File: src/rtl/playseq_pkg.sv
// playseq_pkg: state codes, default durations and the duration helper shared by the preview sequencer
package playseq_pkg;

    typedef enum logic [2:0] {
        IDLE = 3'd0,
        LOAD = 3'd1,
        SHOW = 3'd2,
        GAP  = 3'd3,
        DONE = 3'd4
    } estado_t;

    localparam int T_ON_DEF  = 2000;
    localparam int T_OFF_DEF = 500;

    // Speed levels halve the base time; a zero result still costs one cycle.
    function automatic logic [15:0] duracao(input logic [15:0] base, input logic [1:0] nivel);
        logic [15:0] d;
        d = base >> nivel;
        return (d == 16'd0) ? 16'd1 : d;
    endfunction

endpackage

File: src/rtl/playseq_timer_duracao.sv
// playseq_timer_duracao: loadable down-counter that pulses fim on the last cycle of a loaded duration
module playseq_timer_duracao (
    input  logic        clock,
    input  logic        reset,
    input  logic        carga,
    input  logic [15:0] valor,
    output logic        fim
);

    logic [15:0] cnt;

    always_ff @(posedge clock or posedge reset) begin
        if (reset)
            cnt <= '0;
        else if (carga)
            cnt <= valor;
        else if (cnt != 16'd0)
            cnt <= cnt - 16'd1;
    end

    // A load of D makes fim fire on the D-th cycle after the load edge.
    assign fim = (cnt == 16'd1);

endmodule

File: src/rtl/playseq_preview_sequencer.sv
// playseq_preview_sequencer: plays stored one-hot LED steps 0..limite with level-scaled on/off times
module playseq_preview_sequencer
    import playseq_pkg::*;
#(
    parameter int T_ON  = T_ON_DEF,
    parameter int T_OFF = T_OFF_DEF
) (
    input  logic       clock,
    input  logic       reset,
    input  logic       start,
    input  logic       cancel,
    input  logic [1:0] nivel,
    input  logic [3:0] limite,
    input  logic [3:0] dado_mem,
    output logic [3:0] endereco,
    output logic [3:0] leds,
    output logic       busy,
    output logic       done,
    output logic [2:0] db_estado
);

    estado_t     state;
    logic [1:0]  nivel_l;
    logic [3:0]  limite_l;
    logic        fim;
    logic        carga;
    logic [15:0] valor;

    // SHOW is timed from the LOAD exit, GAP from the SHOW exit; cancel clears the timer.
    assign carga = cancel | (state == LOAD) | ((state == SHOW) & fim);
    assign valor = cancel          ? 16'd0 :
                   (state == LOAD) ? duracao(16'(T_ON), nivel_l) :
                                     duracao(16'(T_OFF), nivel_l);

    playseq_timer_duracao u_timer (
        .clock (clock),
        .reset (reset),
        .carga (carga),
        .valor (valor),
        .fim   (fim)
    );

    always_ff @(posedge clock or posedge reset) begin
        if (reset) begin
            state    <= IDLE;
            endereco <= '0;
            leds     <= '0;
            nivel_l  <= '0;
            limite_l <= '0;
        end else if (cancel) begin
            state    <= IDLE;
            endereco <= '0;
            leds     <= '0;
        end else begin
            case (state)
                IDLE: if (start) begin
                    state    <= LOAD;
                    nivel_l  <= nivel;
                    limite_l <= limite;
                    endereco <= '0;
                    leds     <= '0;
                end
                LOAD: begin
                    leds  <= dado_mem;
                    state <= SHOW;
                end
                SHOW: if (fim) begin
                    leds  <= '0;
                    state <= (endereco == limite_l) ? DONE : GAP;
                end
                GAP: if (fim) begin
                    endereco <= endereco + 4'd1;
                    state    <= LOAD;
                end
                DONE:    state <= IDLE;
                default: state <= IDLE;
            endcase
        end
    end

    assign busy      = (state != IDLE);
    assign done      = (state == DONE);
    assign db_estado = state;

endmodule

File: config.mk
export PLATFORM = sky130hd
export DESIGN_NAME = playseq_preview_sequencer
export DESIGN_NICKNAME = d
export VERILOG_FILES = /design/src/rtl/playseq_pkg.sv /design/src/rtl/playseq_timer_duracao.sv /design/src/rtl/playseq_preview_sequencer.sv
export SDC_FILE = /design/constraint.sdc
export NUM_CORES = 1
export LEC_CHECK = 0
export CELL_PAD_IN_SITES_DETAIL_PLACEMENT = 0
export CELL_PAD_IN_SITES_GLOBAL_PLACEMENT = 1
export CORE_MARGIN = 3
export CORE_UTILIZATION = 42
export DETAILED_ROUTE_END_ITERATION = 7
export PLACE_DENSITY = 0.78
export SETUP_SLACK_MARGIN = 0.05
export SLEW_MARGIN = 10
export SYNTH_ARGS = -nofsm -noshare
export SYNTH_HDL_FRONTEND = slang
export SYNTH_SLANG_ARGS = --single-unit
File: constraint.sdc
create_clock -name clock -period 2.4 [get_ports clock]
set_input_delay 0.24 -clock clock [delete_from_list [all_inputs] [get_ports clock]]
set_output_delay 0.24 -clock clock [all_outputs]
set_load 0.005 [all_outputs]
# [Yosys cells after proc, flatten, opt, wreduce, memory -nomap -nowiden]
# Index checks and enable logic that the tools add are counted.
[totals] register_bits=33 inputBits=14 output_inout_bits=13 elab_cells=54
[op_classes] add_sub_neg=2 eq_ne=9 shifts=2 mux=19 bitwise_logic=4 n_reduce_logical=12
[ops] cell="$mux W16" n=6
[ops] cell="$logic_not A16 Y1" n=2
[ops] cell="$mux W4" n=5
[ops] cell="$eq A16 B1 Y1 const B" n=1
[ops] cell="$reduce_bool A16 Y1" n=1
[ops] cell="$shr A11 B2 Y16 const A" n=1
[ops] cell="$shr A9 B2 Y16 const A" n=1
[ops] cell="$sub A16 B1 Y16 const B" n=1
[ops] cell="$mux W3" n=5
[ops] cell="$pmux W3 S4" n=1
[ops] cell="$pmux W4 S3" n=1
[ops] cell="$reduce_and A3 Y1" n=4
[ops] cell="$ne A3 B3 Y1 const B" n=3
[ops] cell="$pmux W4 S2" n=1
[ops] cell="$eq A3 B2 Y1 const B" n=2
[ops] cell="$reduce_bool A3 Y1" n=2
[ops] cell="$add A4 B1 Y4 const B" n=1
[ops] cell="$eq A4 B4 Y1" n=1
[ops] cell="$reduce_bool A4 Y1" n=1
[ops] cell="$eq A3 B1 Y1 const B" n=1
[ops] cell="$eq A3 B3 Y1 const B" n=1
[ops] cell="$logic_not A3 Y1" n=1
[ops] cell="$or A1 B1 Y1" n=2
[ops] cell="$reduce_bool A2 Y1" n=1
[ops] cell="2 further kinds" n=2

# [Depth between registers and ports, before layout]
[logic_depth] ltp_word=6 ltp_mapped=8 mapped_depth_nobuf=7

# [By module]
# Synthesis repeated with hierarchy kept, for this count alone.
[unflattened] hier_cells=213 area_unflattened_um2=2024.4
[modules_own_cells] module="playseq_preview_sequencer" instances=1 cells_per_inst=106 area_each_um2=1017.2 seq_area_each_um2=425.4
[modules_own_cells] module="playseq_timer_duracao" instances=1 cells_per_inst=107 area_each_um2=1007.2 seq_area_each_um2=400.4

# [Worst setup path before layout]
# OpenSTA, ideal clock, no wires.
[synth_timing] path_type="reg-to-reg" startpoint="register u_timer.cnt[8]" endpoint="register u_timer.cnt[1]" setup_ps=82 arrival_ps=1781 t_required_ps=2318 path_slack_ps=537 path_stages_with_launch=6 path_buffers=0 synth_period_minus_slack_ps=1863 cell_sequence="dfrtp_1 > or4_4 > nor3_4 > nand2_4 > mux2_4 > o22ai_2"
[synth_between] elab_chain_cells=4 word_cells_on_any_way=6 cone_classes="eq/ne (1); mux (1); bitwise (2); reduce/logical (2)"
[synth_rtl] item="start, declared" line_no="playseq_timer_duracao.sv:10" text="logic [15:0] cnt;"
[synth_rtl] item="start signal, assigned" line_no="playseq_timer_duracao.sv:16" text="cnt <= valor;"
[synth_rtl] item="start signal, assigned" line_no="playseq_timer_duracao.sv:18" text="cnt <= cnt - 16'd1;"
[synth_rtl] item="$eq A16 B1 Y1" line_no="playseq_timer_duracao.sv:22" text="assign fim = (cnt == 16'd1);"
[synth_rtl] item="$and A1 B1 Y1" line_no="playseq_preview_sequencer.sv:30" text="assign carga = cancel | (state == LOAD) | ((state == SHOW) & fim);"
[synth_rtl] item="$or A1 B1 Y1" line_no="playseq_preview_sequencer.sv:30"
[synth_rtl] item="$mux W16 / $reduce_bool A2 Y1 (equally long branches)"
# Parallel ways exist; a longest one is shown, timed or not.
# A chain may end at the register's enable or synchronous reset.

# [Worst setup path after layout]
[layout_timing] startpoint="register u_timer.cnt[8]" endpoint="register u_timer.cnt[0]"
# Same word-level chain as after synthesis.

==> impl_metrics.tcl <==
set metrics [dict create \
    die_width_um 74.67 \
    max-cap-violations 0 \
    start_kind "register" \
    synth-compound-area-share 0.1352 \
    yosys.area_share.simple 0.2710 \
    cts_tree "yes" \
    crit_path_end_kind "register" \
    yosys.area.top_type "dfrtp_1" \
    finalSetupViolCount 0 \
    synth.yosys.seq_area_share 0.4169 \
    grt_pass1_wl_um 7983 \
    ant_nets 0 \
    rsz0062_at_grt "false" \
    relSlewSlack 0.6366 \
    ys_types 47 \
    cts_resized 0 \
    vias 1635 \
    post-route-util 0.5459 \
    stdcell_count 294 \
    power_density_nw_per_um2 840.7 \
    grt_overflow 0 \
    grt_pass1_vias 1631 \
    start_util 0.4457 \
    grt_usage 0.1896 \
    worstPathArrival_ps 2320 \
    area_growth_syn_to_layout_pct 22.49 \
    port_buffers 26 \
    p_leak_nw 1.003 \
    root_buffer "clkbuf_8" \
    synth_area_sq_um 1981 \
    fin_crit_ps 2172 \
    cts_inserted_buffers 5 \
    synthMuxAreaShare 0.05685 \
    htreeDepth 2 \
    rows 24 \
    synth_xor_area_frac 0.06633 \
    async_flop_share 1.000 \
    first_iter_violations 119 \
    hold_viol 0 \
    synthTopCellsByArea "dfrtp_1 42%, xnor2_1 5.7%, nor2_1 4.7%" \
    cts_sinks 33 \
    fin_tns_setup_ps 0 \
    syn_area_per_cell_sq_um 9.343 \
    required_ps 2550 \
    layout-drive-gt1-share 0.1198 \
    synth_nets 230 \
    finalPower_mw 2.040 \
    clk_pin_slew_ps 70 \
    fill_cells 446 \
    num_antenna_cells 0 \
    syn_inst 212 \
    path_class "register to register" \
    synth_warnings 0 \
    vdd.ir_drop.worst_uv 360.9 \
    gp_congestion 0.8693 \
    pre_cts_ws_ps 294.9 \
    worst_pin_slew_ps 541.9 \
    worst_skew_pair.late_latency_ps 280 \
    dp.cells 286 \
    postPlaceCellArea_sq_um 2310 \
    synthAdderAreaFrac 0.02527 \
    design_area_sq_um 2426 \
    routed_wl_um 4687 \
    pin_count 27 \
    ys_ff_latch 33 \
    grt_start_max_net_pins 34 \
    synth_top_family_by_area "simple AND/OR/NAND/NOR gates" \
    cts_setup_buffers 0 \
    synth.most_common_cell "dfrtp_1" \
    synth_top_area_share 0.4169 \
    hpwl_um 3518 \
    setup_slack_ps 228.5 \
    postCtsHoldBufs 0 \
    fin_nets 259 \
    routedWlPerCell_um 15.94 \
    first_pass_iters 4 \
    synthTopCellsByCount "33 x dfrtp_1, 25 x nor2_1, 16 x nand2_1" \
    max_freq_ghz 0.4605 \
    synthFlopType "dfrtp_1" \
    holdWs_ps 355.8 \
    drc 0 \
    clock_path_buffers 2 \
    maxSlewViolCount 0 \
    grt_antenna_before_repair 0 \
    viasPerCell 5.561 \
    die_y_um 74.67 \
    status "complete, no violations" \
    hold_path.class "input pin to async pin" \
    core_area_sq_um 4444 \
    skew_ps 8.599 \
    die-area_sq_um 5576 \
    synth-edff-count 0 \
    worstPathMaxFanout 9 \
    fin_crit_sh 0.9048 \
]
-- metal layers --
metal | track usage | part of all wire | vias to the layer above
li1 | - | - | 823
met1 | 0.2606 | 0.48 | 777
met2 | 0.2985 | 0.47 | 29
met3 | 0.04005 | 0.038 | 6
met4 | 0.06522 | 0.012 | 0
met5 | 0 | 0 | -
-- cell usage in the layout, fill, tap and decap left out, types with 2 or more instances in the layout --
cell / netlist / routed
nand2b_1: 7 / 7
a21oi_1: 12 / 12
nand3_1: 8 / 8
nor2b_1: 2 / 2
nand2_1: 16 / 16
buf_4: 0 / 6
and3_1: 3 / 3
a211oi_1: 3 / 3
a221oi_1: 3 / 3
inv_1: 4 / 4
or3_1: 3 / 3
nor3_1: 7 / 7
mux2i_1: 3 / 3
or3_2: 2 / 2
xor2_1: 2 / 2
dfrtp_1: 33 / 33
and4b_1: 2 / 2
a21o_1: 2 / 2
ha_1: 4 / 4
nor2_1: 25 / 25
clkbuf_8: 0 / 6
mux2_2: 6 / 6
and2_1: 2 / 2
nand3b_1: 4 / 4
o21ai_0: 8 / 8
a311oi_1: 2 / 2
xnor2_1: 13 / 13
nor4_1: 6 / 6
nand4_1: 2 / 2
clkdlybuf4s50_1: 0 / 26
-- cell type report --
type                    instances  area [sq um]  area share
clock buffers                   7         86.33     0.03559
clock inverters                 1         30.03     0.01238
inverters                       4         15.01    0.006189
multi-input cells             165          1099      0.4528
flip-flops and latches         33         825.8      0.3404
well taps                      52         65.06     0.02682
repair buffers                 32         305.3      0.1258
-- worst paths after layout --
check,from,endpoint,slack (ps),depth (start not counted)
hold reg to reg,limite_l[0],limite_l[0],530,1
setup reg to reg,u_timer.cnt[8],u_timer.cnt[0],230,5
max in group asynchronous,reset,u_timer.cnt[4],1740,3
setup / recovery,u_timer.cnt[8],u_timer.cnt[0],230,5
min in group clock,dado_mem[3],leds[3],500,3
hold / removal,reset,leds[0],360,3
-- cell families (layout without fill, tap and decap cells) --
group,Yosys count,count (layout)
and+or+nand+nor,96,96
AOI/OAI and AO/OA,40,40
DFF,33,33
xor gates and xnor gates,15,15
buffers and inverters,14,44
muxes,10,10
adders and majority gates,4,4
-- power by group --
part / leakage (nW) / internal (mW) / total (mW) / switching [mW]
Clock: 0.0585 / 0.338 / 0.530 / 0.191
Combinational: 0.511 / 0.342 / 0.735 / 0.393
Sequential: 0.434 / 0.649 / 0.775 / 0.126
Total: 1.00 / 1.33 / 2.04 / 0.710
-- registers in the layout (all words and copies together), names as in the netlist --
signal,cells
db_estado,3
endereco,4
leds,4
limite_l,4
nivel_l,2
u_timer.cnt,16
-- worst max-delay path: stages, from the launching register on --
cell      delay, ps
dfrtp_1         430
nor4_1          470
and4_1          500
a21oi_2         190
nand2b_1        300
o21ai_0         140
Power figures use the tool's default switching activity.
==> variant 1, RTL diff (same settings) <==
Put a register stage on the outputs `busy` and `done`. The values now appear one clock later. The other outputs are not delayed to match.
--- a/src/rtl/playseq_preview_sequencer.sv
+++ b/src/rtl/playseq_preview_sequencer.sv
@@ -78,8 +78,10 @@
         end
     end
 
-    assign busy      = (state != IDLE);
-    assign done      = (state == DONE);
+    always_ff @(posedge clock) begin
+        busy <= (state != IDLE);
+        done <= (state == DONE);
+    end
     assign db_estado = state;
 
 endmodule
Check against the original RTL: not equivalent (Yosys sat finds a counterexample within 4 cycles, from zero or initial values and one cycle with reset high).
==> variant 1 against the original RTL <==
  * Setup slack got worse by 9.0 ps
  * Synthesized area increased by 2.0%
  * Sequential cell count increased by 2
  * Sequential power increased by 4.3%
  * Clock power decreased by 12%
  * Routed wire length increased by 2.6%
  * Design area increased by 1.3%
  * Power decreased by 0.57%
  * Global-route usage about the same
  * Critical path type unchanged
  * Largest cell class unchanged
  * Highest routed layer unchanged
==> variant 1: results (changes against the original RTL) <==
Synthesis
  – Count of synthesis-stage warnings from yosys: 0 (unchanged)
  – Synthesized netlist net count: 232 (+0.87%)
  – Post-synth ARST share: 94.3% (-5.7 points)
  – Proportion of synthesized chip area in sequential cells: 42.8% (+1.2 points)
  – Count of cell types in the netlist: 48 (+2.1%)
  – Most area-consuming cells after synthesis: sky130_fd_sc_hd__dfrtp_1 (41%), sky130_fd_sc_hd__xnor2_1 (5.6%), sky130_fd_sc_hd__nor2_1 (4.6%), sky130_fd_sc_hd__mux2_2 (3.3%), sky130_fd_sc_hd__a21oi_1 (3.0%)

Drt
  – Number of iterations in the first detailed-routing pass: 4 (unchanged)
  – Detailed-route wire length per cell: 16.2 um (+1.6%)
  – DRT iter0 DRCs: 111 (-6.7%)
  – Number of vias after detailed routing: 1662 (+1.7%)

Critical path
  – Worst Reg2Reg Path Length in Cells: 5 (unchanged)
  – Data arrival time of the critical path: 2340 ps (+20 ps)

Placed design
  – Placer's final routability congestion estimate: 0.871 (+0.20%)
  – Placement-stage worst setup slack: 258 ps (-36.6 ps)
  – Post-DP Area: 2360 sq um (+2.1%)
  – Sum of net half-perimeters after detailed placement: 3.58 mm (+1.8%)

Finish
  – Number of nets in the layout: 262 (+1.2%)
  – Layout filler cell count: 429 (-3.8%)
  – Proportion of layout cells with a drive suffix above 1: 12.2% (+0.26 points)
  – N_diodes: 0 (unchanged)

Clock tree
  – Root cell of the clock tree: sky130_fd_sc_hd__clkbuf_8
  – Number of levels the H-tree was split into: 2 (unchanged)

Power and ir drop
  – Maximum vdd ir drop: 409 uV (+13%)
  – Leakage: 1.02 nW (+1.4%)

Global routing
  – Via count of the first global-routing pass: 1586 (-2.8%)
  – Total global routing track utilization: 19.0% (about the same)
  – Wire length of the first global-routing pass: 7.99 mm (about the same)

Worst hold path
  – Worst hold-check path type: primary input to async pin

STA
  – Maximum clock skew at final layout: 3.33 ps (-5.27 ps)
  – Headroom to the max-slew limit: 60.2% (-3.4 points)
  – Timing-limited maximum frequency: 0.459 GHz (-0.41%)

Run status
  – Result of the run: complete, no violations
## variant 1: cell count changes after synthesis, sizes merged
cell and change:
dfxtp +2
## variant 1: power breakdown
group	total (mW)	switching, mW	internal [mW]
sequential	0.808	0.123	0.685
clock	0.468	0.206	0.262
combinational	0.752	0.400	0.352
total	2.03	0.729	1.30
## variant 1: worst min path at each step
stage,from,to,slack [ps]
after floorplan,reset,db_estado[0],370
after global placement,limite_l[0],limite_l[0],510
after detailed placement,limite_l[2],limite_l[2],520
after CTS,reset,u_timer.cnt[15],350
after global routing,reset,endereco[1],410
final,reset,limite_l[1],340
## variant 1: final cells by class
cell class,instances,share of cell area (%)
Tap cell,52,2.65
Inverter,4,0.611
Timing Repair Buffer,33,12.7
Clock buffer,8,4.07
Sequential cell,35,35.2
Multi-Input combinational cell,165,44.7
## variant 1: critical path, stage by stage, from the launching register on
cell	delay, ps
sky130_fd_sc_hd__dfrtp_1	430
sky130_fd_sc_hd__nor4_1	490
sky130_fd_sc_hd__and4_1	480
sky130_fd_sc_hd__a21oi_2	190
sky130_fd_sc_hd__nand2b_1	320
sky130_fd_sc_hd__o21ai_0	140
## variant 1: cell families (layout without fill, tap and decap cells)
family,after synthesis,in the layout,share of synthesized area (%)
AO/OA/AOI/OAI,40,40,13.3
XOR/XNOR,15,15,6.50
adder cells (fa/ha/maj),4,4,2.48
buffers and inverters,14,45,2.79
flip-flops,35,35,42.8
multiplexers,10,10,5.57
AND/OR/NAND/NOR,96,96,26.6
## variant 1: per-layer routing
metal	part of all wire (%)	wire, um	vias to the layer above	global-route usage (%)
met1	47	2280	782	27.1
li1	-	-	840	-
met2	47	2250	31	28.2
met5	0	0	-	0
met4	1.7	83	0	6.99
met3	4.0	191	9	4.22
## variant 1: per-stage QoR
step	std cells	utilization, %
CTS	297	54.6
detailed placement	289	52.3
floorplan	214	-
finish	297	54.6
global route	297	54.6
global placement	289	52.3
==> variant 2, RTL diff (same settings) <==
Without the edit above. Register the inputs `start`, `cancel`, `nivel`, `limite` and `dado_mem` before use, cleared by the reset. The logic sees them one clock later.
--- a/src/rtl/playseq_preview_sequencer.sv
+++ b/src/rtl/playseq_preview_sequencer.sv
@@ -19,6 +19,28 @@
     output logic [2:0] db_estado
 );
 
+    logic start_q;
+    logic cancel_q;
+    logic [1:0] nivel_q;
+    logic [3:0] limite_q;
+    logic [3:0] dado_mem_q;
+
+    always_ff @(posedge clock or posedge reset) begin
+        if (reset) begin
+            start_q    <= '0;
+            cancel_q   <= '0;
+            nivel_q    <= '0;
+            limite_q   <= '0;
+            dado_mem_q <= '0;
+        end else begin
+            start_q    <= start;
+            cancel_q   <= cancel;
+            nivel_q    <= nivel;
+            limite_q   <= limite;
+            dado_mem_q <= dado_mem;
+        end
+    end
+
     estado_t     state;
     logic [1:0]  nivel_l;
     logic [3:0]  limite_l;
@@ -27,8 +49,8 @@
     logic [15:0] valor;
 
     // SHOW is timed from the LOAD exit, GAP from the SHOW exit; cancel clears the timer.
-    assign carga = cancel | (state == LOAD) | ((state == SHOW) & fim);
-    assign valor = cancel          ? 16'd0 :
+    assign carga = cancel_q | (state == LOAD) | ((state == SHOW) & fim);
+    assign valor = cancel_q        ? 16'd0 :
                    (state == LOAD) ? duracao(16'(T_ON), nivel_l) :
                                      duracao(16'(T_OFF), nivel_l);
 
@@ -47,21 +69,21 @@
             leds     <= '0;
             nivel_l  <= '0;
             limite_l <= '0;
-        end else if (cancel) begin
+        end else if (cancel_q) begin
             state    <= IDLE;
             endereco <= '0;
             leds     <= '0;
         end else begin
             case (state)
-                IDLE: if (start) begin
+                IDLE: if (start_q) begin
                     state    <= LOAD;
-                    nivel_l  <= nivel;
-                    limite_l <= limite;
+                    nivel_l  <= nivel_q;
+                    limite_l <= limite_q;
                     endereco <= '0;
                     leds     <= '0;
                 end
                 LOAD: begin
-                    leds  <= dado_mem;
+                    leds  <= dado_mem_q;
                     state <= SHOW;
                 end
                 SHOW: if (fim) begin
Formal check against the unedited RTL: not equivalent (Yosys sat finds a counterexample within 4 cycles, from zero or initial values and one cycle with reset high).
==> variant 2 against the original RTL <==
  * Routed wire length is 1.7% lower
  * Fmax decreased by 2.5%
  * Power rose by 2.6%
  * Critical path depth up 2
  * Setup slack worse by 57 ps
  * Design area is 11% higher
  * Synthesized area grew 12%
  * Sequential cell count rose by 12
  * Sequential power grew 28%
  * Critical endpoint is now leds[1]
==> variant 2: results (changes against the original RTL) <==
Drt
  – Routed vias/inst: 5.31 (-4.6%)
  – Number of vias after detailed routing: 1650 (+0.92%)
  – Detailed-route wire length per cell: 14.8 um (-7.1%)
  – DRT iter0 DRCs: 59 (-50%)

Critical path
  – Master of the slowest instance on the critical path: sky130_fd_sc_hd__or4b_1
  – Data arrival time of the critical path: 2410 ps (+90 ps)
  – Max incr delay on CP: 480 ps (-20 ps)
  – Critical R2R Launch: u_timer.cnt[1]
  – Largest fanout of any net on the critical path: 4 (-5)

Global routing
  – Met3 track demand over resource: 2.75% (-1.3 points)
  – Wire length of the first global-routing pass: 8.22 mm (+3.0%)
  – Grt met2 use: 28.4% (-1.4 points)
  – Maximum number of pins on one net before global-route repair: 26 (-24%)
  – Total global routing track utilization: 16.7% (-2.3 points)
  – Met1 usage in global routing: 21.8% (-4.2 points)

Synthesis
  – Post-synth ARST share: 100% (unchanged)
  – Fraction of the mapped netlist area in compound gates: 13.9% (+0.40 points)
  – Multiplexer share of the synthesized area: 3.51% (-2.2 points)
  – Synthesized netlist net count: 227 (-1.3%)
  – Xor-xnor portion of the synthesized cell area: 5.94% (-0.69 points)
  – Most area-consuming cells after synthesis: sky130_fd_sc_hd__dfrtp_1 (51%), sky130_fd_sc_hd__nor2_1 (3.7%), sky130_fd_sc_hd__xnor2_1 (3.6%), sky130_fd_sc_hd__mux2_2 (3.1%), sky130_fd_sc_hd__nor3_1 (2.9%)
  – Post-synth top cells: sky130_fd_sc_hd__dfrtp_1 (45), sky130_fd_sc_hd__nor2_1 (22), sky130_fd_sc_hd__nor3_1 (13)
  – Share of synthesized cell area in full adder, half adder and majority cells: 2.26% (-0.26 points)
  – Post-Synthesis Cells: 209 (-1.4%)
  – Count of cell types in the netlist: 50 (+6.4%)
  – Proportion of synthesized chip area in sequential cells: 50.9% (+9.2 points)

Finish
  – Reg with most FFs: u_timer.cnt
  – Number of nets in the layout: 261 (+0.77%)
  – N_diodes: 0 (unchanged)
  – Proportion of layout cells with a drive suffix above 1: 12.7% (+0.72 points)
  – Layout filler cell count: 467 (+4.7%)

Clock tree
  – Clock Latency Late Sink: 290 ps
  – Clock slew at reported path FFs: 90 ps (+20 ps)
  – Root cell of the clock tree: sky130_fd_sc_hd__clkbuf_8
  – Number of clock buffers inserted by TritonCTS: 5 (unchanged)

Placed design
  – Placement-stage worst setup slack: 199 ps (-96.2 ps)
  – Post-DP Area: 2590 sq um (+12%)
  – Placer's final routability congestion estimate: 0.764 (-12%)
  – Sum of net half-perimeters after detailed placement: 3.28 mm (-6.7%)
  – Cell count after placement: 303 (+5.9%)

Power and ir drop
  – Leakage: 1.12 nW (+12%)
  – Maximum vdd ir drop: 324 uV (-10%)

Run status
  – Result of the run: complete, no violations

STA
  – Headroom to the max-slew limit: 63.0% (-0.63 points)
  – Maximum clock skew at final layout: 8.82 ps (+0.221 ps)

Worst hold path
  – Worst hold-check path type: primary input to async pin
==> variant 2: cell count changes in the layout (fill, tap and decap cells not counted), moves of 4 or more <==
cell and delta:
sky130_fd_sc_hd__dfrtp_1 +12, sky130_fd_sc_hd__a22o_1 +4, sky130_fd_sc_hd__o31ai_1 +5, sky130_fd_sc_hd__o21ai_0 -4, sky130_fd_sc_hd__buf_4 +4, sky130_fd_sc_hd__nand2b_1 -5
sky130_fd_sc_hd__xnor2_1 -4, sky130_fd_sc_hd__nor3_1 +6, sky130_fd_sc_hd__nand2_1 -9, sky130_fd_sc_hd__xor2_1 +4, sky130_fd_sc_hd__o211ai_1 +4
==> variant 2: repair_timing <==
item | in CTS | in global routing
endpoints found under the setup margin | 0 | 2
setup buffers | 0 | 0
hold endpoints to repair | 0 | 0
gates resized for setup | 0 | 1
==> variant 2: logic make-up after synthesis <==
kind of cell,Yosys count
AOI/OAI and AO/OA,42
xor gates and xnor gates,15
DFF,45
and+or+nand+nor,81
adders and majority gates,4
muxes,7
buffers and inverters,15
==> variant 2: worst max-delay path: cells and delay by family, from the launching register on <==
kind            cells  cell delay, ps
simple gates        4            1220
compound gates      1             200
flops               1             410
buf+inv             1             120
fa+ha+maj           1             160
==> variant 2: path summary, 6_finish.rpt <==
| path | to | slack, ps | depth (start not counted) |
|---|---|---|---|
| min in group clock | nivel_q[0] | 370 | 1 |
| worst max register to register | leds[1] | 170 | 7 |
| worst min-delay path | u_timer.cnt[2] | 310 | 2 |
| max in group asynchronous | u_timer.cnt[9] | 1510 | 3 |
| worst max-delay path | leds[1] | 170 | 7 |
| worst min register to register | leds[3] | 480 | 1 |
==> variant 2: metal layers <==
layer / vias to the layer above / routed length [um]
met3: 2 / 116
met1: 797 / 2190
met2: 23 / 2270
met5: - / 0
met4: 0 / 27
li1: 828 / -
==> variant 2: power by group <==
part           total [mW]  internal [mW]  switching (mW)
clock               0.446          0.202           0.244
combinational       0.652          0.313           0.340
sequential          0.994          0.864           0.129
==> variant 2: area by class of cell <==
type / count / area (sq um) / area share, %
Tap cell: 67 / 83.8 / 3.13
Sequential cell: 45 / 1130 / 42.0
Clock buffer: 6 / 72.6 / 2.71
Inverter: 6 / 22.5 / 0.840
Multi-Input combinational cell: 149 / 1030 / 38.5
Clock inverter: 2 / 10.0 / 0.373
Timing Repair Buffer: 36 / 335 / 12.5
